==> src/rtl/apu_dma_pkg.sv <==
// Shared types and constants for the APU bus-master sequencer
// (sprite OAM DMA and DPCM sample fetch).
package apu_dma_pkg;

    typedef enum logic [2:0] {
        IDLE   = 3'd0,
        HALT   = 3'd1,
        ALIGN  = 3'd2,
        SPR_RD = 3'd3,
        SPR_WR = 3'd4,
        DMC_RD = 3'd5
    } dma_state_t;

    localparam logic [15:0] OAMDATA_ADDR = 16'h2004;
    localparam logic [7:0]  SPR_LAST     = 8'hFF;

    // Which read state a get cycle starts: DPCM fetches always win over sprite reads.
    function automatic dma_state_t read_choice(input logic dmc_ok, input logic spr_pend);
        dma_state_t s;
        s = IDLE;
        if (dmc_ok)
            s = DMC_RD;
        else if (spr_pend)
            s = SPR_RD;
        return s;
    endfunction

endpackage

==> src/rtl/apu_dma_fsm.sv <==
// State register and next-state logic of the DMA sequencer. The state is
// exported as a plain vector; all output decoding lives in the top.
module apu_dma_fsm
    import apu_dma_pkg::*;
(
    input  logic       i_clk,
    input  logic       i_rst,
    input  logic       i_aclk,
    input  logic       i_rnw_cpu,
    input  logic       i_spr_pend,
    input  logic       i_spr_start,
    input  logic       i_dmc_ok,
    input  logic       i_cnt_last,
    output logic [2:0] o_state
);

    dma_state_t r_state;
    dma_state_t w_next;
    logic       w_pend;

    // A $4014 write accepted this cycle counts as pending right away, so a
    // DPCM-only sequence flows straight into the sprite copy without a new HALT.
    assign w_pend = i_spr_pend | i_spr_start;

    always_ff @(posedge i_clk) begin
        if (i_rst)
            r_state <= IDLE;
        else
            r_state <= w_next;
    end

    always_comb begin
        w_next = r_state;
        case (r_state)
            IDLE: begin
                if (w_pend || i_dmc_ok)
                    w_next = HALT;
            end
            HALT: begin
                // CPU write cycles cannot be halted; wait for a read.
                if (i_rnw_cpu)
                    w_next = i_aclk ? ALIGN : read_choice(i_dmc_ok, w_pend);
            end
            ALIGN:   w_next = read_choice(i_dmc_ok, w_pend);
            SPR_RD:  w_next = SPR_WR;
            SPR_WR:  w_next = read_choice(i_dmc_ok, w_pend && !i_cnt_last);
            DMC_RD:  w_next = w_pend ? ALIGN : IDLE;
            default: w_next = IDLE;
        endcase
    end

    assign o_state = r_state;

endmodule

==> src/rtl/apu_dma_arbiter.sv <==
// APU bus-master sequencer: halts the CPU and performs sprite OAM copies
// and DPCM sample fetches on the CPU bus, aligned to the get/put phase.
module apu_dma_arbiter
    import apu_dma_pkg::*;
(
    input  logic        PHI1,
    input  logic        RES,
    input  logic        ACLK,
    input  logic        RnW_cpu,
    input  logic        W4014,
    input  logic [7:0]  DB_in,
    input  logic        DMC_req,
    input  logic [15:0] DMC_Addr,
    output logic        DMC_ack,
    output logic        CPU_RDY,
    output logic        DMA_active,
    output logic [15:0] A_out,
    output logic        RnW_out,
    output logic [7:0]  D_out,
    output logic        SPR_busy
);

    logic [7:0] r_page;
    logic [7:0] r_cnt;
    logic [7:0] r_buf;
    logic       r_spr_pend;
    logic       r_dmc_mask;

    logic [2:0] w_state_raw;
    dma_state_t w_state;
    logic       w_dmc_ok;
    logic       w_spr_start;
    logic       w_cnt_last;

    // The mask hides DMC_req for the cycle after the ack, giving the
    // requester one cycle to drop it.
    assign w_dmc_ok    = DMC_req && !r_dmc_mask;
    assign w_spr_start = W4014 && !r_spr_pend;
    assign w_cnt_last  = (r_cnt == SPR_LAST);
    assign w_state     = dma_state_t'(w_state_raw);

    apu_dma_fsm u_fsm (
        .i_clk       (PHI1),
        .i_rst       (RES),
        .i_aclk      (ACLK),
        .i_rnw_cpu   (RnW_cpu),
        .i_spr_pend  (r_spr_pend),
        .i_spr_start (w_spr_start),
        .i_dmc_ok    (w_dmc_ok),
        .i_cnt_last  (w_cnt_last),
        .o_state     (w_state_raw)
    );

    always_ff @(posedge PHI1) begin
        if (RES) begin
            r_page     <= 8'h00;
            r_cnt      <= 8'h00;
            r_buf      <= 8'h00;
            r_spr_pend <= 1'b0;
            r_dmc_mask <= 1'b0;
        end else begin
            r_dmc_mask <= (w_state == DMC_RD);
            if (w_spr_start) begin
                r_page     <= DB_in;
                r_cnt      <= 8'h00;
                r_spr_pend <= 1'b1;
            end
            if (w_state == SPR_RD)
                r_buf <= DB_in;
            if (w_state == SPR_WR) begin
                r_cnt <= r_cnt + 8'd1;
                if (w_cnt_last)
                    r_spr_pend <= 1'b0;
            end
        end
    end

    always_comb begin
        CPU_RDY    = 1'b1;
        DMA_active = 1'b0;
        A_out      = 16'h0000;
        RnW_out    = 1'b1;
        D_out      = 8'h00;
        DMC_ack    = 1'b0;
        case (w_state)
            HALT, ALIGN: begin
                CPU_RDY = 1'b0;
            end
            SPR_RD: begin
                CPU_RDY    = 1'b0;
                DMA_active = 1'b1;
                A_out      = {r_page, r_cnt};
            end
            SPR_WR: begin
                CPU_RDY    = 1'b0;
                DMA_active = 1'b1;
                A_out      = OAMDATA_ADDR;
                RnW_out    = 1'b0;
                D_out      = r_buf;
            end
            DMC_RD: begin
                CPU_RDY    = 1'b0;
                DMA_active = 1'b1;
                A_out      = DMC_Addr;
                DMC_ack    = 1'b1;
            end
            default: begin
            end
        endcase
    end

    assign SPR_busy = r_spr_pend;

endmodule

==> config.mk <==
export PLATFORM = sky130hd
export DESIGN_NAME = apu_dma_arbiter
export DESIGN_NICKNAME = d
export VERILOG_FILES = /design/src/rtl/apu_dma_pkg.sv /design/src/rtl/apu_dma_fsm.sv /design/src/rtl/apu_dma_arbiter.sv
export SDC_FILE = /design/constraint.sdc
export NUM_CORES = 1
export LEC_CHECK = 0
export CAP_MARGIN = 30
export CORE_MARGIN = 2
export CORE_UTILIZATION = 40
export CTS_BUF_LIST = sky130_fd_sc_hd__clkbuf_16
export DETAILED_ROUTE_END_ITERATION = 10
export GPL_TIMING_DRIVEN = 0
export PLACE_DENSITY = 0.73
export SYNTH_ARGS = -nofsm -noshare
export SYNTH_HDL_FRONTEND = slang
export SYNTH_SLANG_ARGS = --single-unit
==> constraint.sdc <==
create_clock -name PHI1 -period 1.5 [get_ports PHI1]
set_input_delay 0.225 -clock PHI1 [delete_from_list [all_inputs] [get_ports PHI1]]
set_output_delay 0.225 -clock PHI1 [all_outputs]
set_load 0.05 [all_outputs]
# Word level (Yosys, flattened, before mapping)
# Index checks and enable logic that the tools add are counted.
[totals] mem_bits_rw=0 wordCells=48 romBits=0 reg_bits=29 latchBits=0 input_bits=30 mem_count=0 output_inout_bits=29
[classes] reduce_logical=12 muxes=20 bitwise=1 div_mod_pow=0 n_eq_ne=8 shift=0 order_cmp=0 n_mul=0 n_addsub=1
[op_table] operator="$pmux W16 S3" n=1
[op_table] operator="$mux W8" n=3
[op_table] operator="$pmux W3 S6" n=1
[op_table] operator="$mux W3" n=5
[op_table] operator="$add A8 B1 Y8 const B" n=1
[op_table] operator="$eq A8 B8 Y1 const B" n=1
[op_table] operator="$mux W1" n=7
[op_table] operator="$eq A3 B2 Y1 const B" n=2
[op_table] operator="$eq A3 B3 Y1 const B" n=2
[op_table] operator="$mux W2" n=3
[op_table] operator="$reduce_or A5 Y1" n=1
[op_table] operator="$eq A3 B1 Y1 const B" n=1
[op_table] operator="$logic_and A1 B1 Y1" n=3
[op_table] operator="$logic_not A1 Y1" n=3
[op_table] operator="$logic_not A3 Y1" n=1
[op_table] operator="$reduce_or A3 Y1" n=1
[op_table] operator="$ne A2 B1 Y1 const B" n=1
[op_table] operator="$ne A2 B2 Y1 const B" n=1
[op_table] operator="$reduce_and A2 Y1" n=1
[op_table] operator="$reduce_bool A2 Y1" n=1
[op_table] operator="$logic_or A1 B1 Y1" n=1
[op_table] operator="$or A1 B1 Y1" n=1

# Longest topological paths before layout
[depth] depth_word=8 depth_mapped=7 ltp_nobuf=5

# Modules after synthesis
# From an unflattened synthesis, not the netlist that was laid out.
[hier_totals] cells_unflattened=197 area_unflattened_um2=1562.7
[by_module_without_submodules] module="apu_dma_arbiter" seq_area_each_um2=520.5 area_each_um2=1310.0 n_inst=1 cells_each=164
[by_module_without_submodules] module="apu_dma_fsm" seq_area_each_um2=60.1 area_each_um2=252.7 n_inst=1 cells_each=33

# Worst setup path after synthesis
# No wires, ideal clock.
[synth_path] path_kind="flip-flop to output port" from="reg u_fsm.r_state[1] (netlist: u_fsm.o_state[1])" to="out A_out[10]" setup_slack_ns=-0.339 stages_incl_launch_ff=6 n_path_buf=2 arrival_time_ns=1.614 path_cell_list="dfxtp_1 -> nor2b_1 -> and2_1 -> buf_2 -> buf_2 -> a22o_1"
[synth_via] elab_chain_len=2 word_cells_on_any_way=4
[synth_rtl] element="from (decl)" line="apu_dma_fsm.sv:17" source="dma_state_t r_state;"
[synth_rtl] element="from (signal assigned)" line="apu_dma_fsm.sv:29" source="r_state <= w_next;"
[synth_rtl] element="$eq A3 B3 Y1 / $eq A3 B2 Y1 (equally long branches)" line="apu_dma_arbiter.sv:85" source="case (w_state)"
[synth_rtl] element="$pmux W16 S3 *" line="apu_dma_arbiter.sv:85"
[synth_rtl] element="to (decl)" line="apu_dma_arbiter.sv:17" source="output logic [15:0] A_out,"
# Every way passes the cells marked *; elsewhere a longest branch is shown, timed or not.

# Worst setup path after layout
[layout_path] from="reg u_fsm.r_state[2] (netlist: u_fsm.o_state[2])" to="out A_out[15]"
# Same word-level chain as after synthesis.

==> impl_metrics.csv <==
group,metric,value,unit
cts,clock_path_buffers,2,
drt,firstDrtPassIters,5,
synthesis,ys.warnings.count,0,
cells_and_area,final_nets,317,
synthesis,synth_area,1590,µm²
place,dp_hpwl,3280,µm
setup_path,crit_arrival,1.53,ns
timing,hold_slack,0.402,ns
cts,cts-buffers-inserted,5,
setup_path,end_kind,"output port",
global_routing,antenna_found_initial,0,
min_path,hp-class,"input pin to flip-flop",
floorplanning,rows,22,
global_routing,grt_pass1_wl,8360,µm
place,portBuffers,57,
cells_and_area,fin_area,2950,µm²
cells_and_area,post-route-util,78.8,%
pwr,pwr_density_cell,855,nW/µm²
floorplanning,coreArea,3740,µm²
setup_path,reg2regPathDepth,9,
place,placed_area,2250,µm²
synthesis,synth.area.top_cells,"dfxtp_1, nand2_1, a21oi_1",
setup_path,path_class,"flip-flop to output port",
outcome,status,"finished, violations left",
cells_and_area,n_fill_cell,241,
pwr,finalPower,2.52,mW
drt,vias,1934,
place,pre_cts_ws,-0.986,ns
drt,vias_per_cell,5.77,
synthesis,synth.avg_cell_area,7.73,µm²
cts,cts_tree,"yes",
timing,relSlewSlack,63.1,%
outcome,violations,"setup timing",
timing,setup_viol_count_final,33,
global_routing,grt.overflow.total,0,
cells_and_area,final_cell_mix,"nand2_1, a21oi_1, clkdlybuf4s50_1",
timing,period_needed,1.76,ns
synthesis,synth_fp_nets,236,
pwr,p_int,1.75,mW
setup_path,critPathLaunchType,"flip-flop",
timing,maxSlewViolCount,0,
global_routing,grt_max_degree,11,
drt,drc,0,
pwr,combPwrFrac,29.0,%
floorplanning,start_util,42.3,%
floorplanning,die_area,4480,µm²
cells_and_area,drive_above_1_share,40.1,%
drt,ant_nets,0,
timing,fin_crit_sh,117,%
synthesis,synth_top_cell_by_area,"dfxtp_1",
timing,fin_skew,0.00341,ns
pwr,p_leak,1.21,nW
synthesis,yosys_register_bits,29,
synthesis,synth_top_area_share,36.6,%
timing,rsz0062_at_grt,"yes",
synthesis,synthArstFlopShare,0,%
floorplanning,die_h,67.0,µm
synthesis,postSynthCellCount,205,
drt,drtIter0Drc,188,
cells_and_area,antennaDiodeCount,0,
cts,cts.sinks,29,
pwr,p_switching,0.771,mW
floorplanning,die_w,67.0,µm
timing,worst_pin_slew,0.553,ns
place,dp_cells,310,
timing,tns,-5.53,ns
cts,cts_hold_buffers,0,
drt,wirelength,6320,µm
cells_and_area,layout.cells.non_filler,335,
cells_and_area,area_growth,86.2,%
flow_run,cap_violations,0,
global_routing,track_usage,25.3,%
cts,clk_pin_slew,0.05,ns
floorplanning,io_pins,59,
timing,hold_viol,0,
timing,fmax,0.569,GHz
cts,clk_latency,0.27,ns
drt,avgRoutedWirePerCell,18.9,µm
synthesis,synth_seq_area_share,36.6,%
synthesis,synth.distinct_cells,41,
place,place_congestion,0.928,
global_routing,grt_pass1_vias,1715,
cells_and_area,final_common_cell,"nand2_1",
cts,htree_levels,2,
synthesis,ys.flop_type,"dfxtp_1",
cts,clockRootBuffer,"clkbuf_16",
setup_path,critical_path_peak_fanout,10,
min_path,holdPathStages,2,
timing,fin_ws,-0.258,ns
pwr,peakVddDrop,0.000565,V
pwr,sequentialPowerShare,33.8,%
pwr,p_sw_share,30.6,%
pwr,clock_power_share,37.2,%
setup_path,required,1.27,ns
synthesis,synth_edf_count,0,
[Yosys cell counts (2+ instances only)]
master / instances
a311oi_1: 2
nor2b_1: 5
a21o_1: 2
nand3_1: 3
and2_1: 9
o21ai_1: 4
buf_1: 2
nand3b_1: 3
a31oi_1: 2
nor2_1: 15
o21ai_0: 4
buf_2: 8
buf_6: 2
nand4_1: 2
nand2_1: 41
dfxtp_1: 29
a22o_1: 14
clkbuf_1: 5
nand2b_1: 3
a21oi_1: 28
and3_1: 2
[final timing paths]
| path | startpoint | slack (ns) | to |
|---|---|---|---|
| worst max-delay path | u_fsm.o_state[2]$_SDFFE_PP0P_ | -0.26 | A_out[15] |
| worst min-delay path | RES | 0.40 | r_dmc_mask$_SDFF_PP0_ |
| worst max register to register | u_fsm.o_state[0]$_SDFFE_PP0P_ | -0.14 | r_cnt[0]$_SDFFE_PP0P_ |
| worst min register to register | r_buf[1]$_SDFFE_PP0N_ | 0.46 | r_buf[1]$_SDFFE_PP0N_ |
[worst max-delay path, stage by stage (launching register included)]
cell     delay [ns]
dfxtp_4        0.35
buf_6          0.14
nor2_4         0.28
buf_4          0.17
a22o_1         0.15
buf_6          0.16
[flip-flops by register name, summed over array words and instances (netlist names)]
register	flops
r_cnt	8
SPR_busy	1
r_dmc_mask	1
u_fsm.o_state	3
r_buf	8
r_page	8
[cell families (layout without fill, tap and decap cells)]
kind of cell	after synthesis	after routing	synth area share [%]
AOI/OAI and AO/OA	66	66	29.0
adders and majority gates	1	1	0.789
buffers and inverters	19	101	6.08
DFF	29	29	36.6
and+or+nand+nor	90	90	27.5
[power by group through the flow]
stage / logic (mW) / registers [mW] / clock network (mW)
3_3_place_gp: 0.532 / 0.845 / 0
4_1_cts: 0.661 / 0.836 / 0.939
5_1_grt: 0.765 / 0.856 / 0.976
6_report: 0.732 / 0.853 / 0.939
2_1_floorplan: 0.334 / 0.847 / 0
3_5_place_dp: 0.533 / 0.846 / 0
[per-layer routing]
metal	track usage, %	wire, µm
met1	33.1	2550
met2	40.3	3220
met3	4.56	339
met4	11.2	204
met5	0	0
[area by class of cell]
class                           instances  area (µm²)  area share [%]
Inverter                                2        10.0           0.339
Clock buffer                            5         125            4.24
Buffer                                 12         105            3.56
Clock inverter                          3        12.5           0.424
Tap cell                               48        60.1            2.03
Sequential cell                        29         594            20.1
Multi-Input combinational cell        157        1110            37.7
Timing Repair Buffer                   79         932            31.6
[timing repair]
item / CTS / global route
buffers inserted: 16 / 3
resized for setup: 249 / 54
pin swaps: 18 / 25
gates cloned: 1 / 2
hold endpoints to repair: 0 / 0
setup endpoints to repair: 43 / 38
Note: power is estimated with default switching activity, not from simulation.
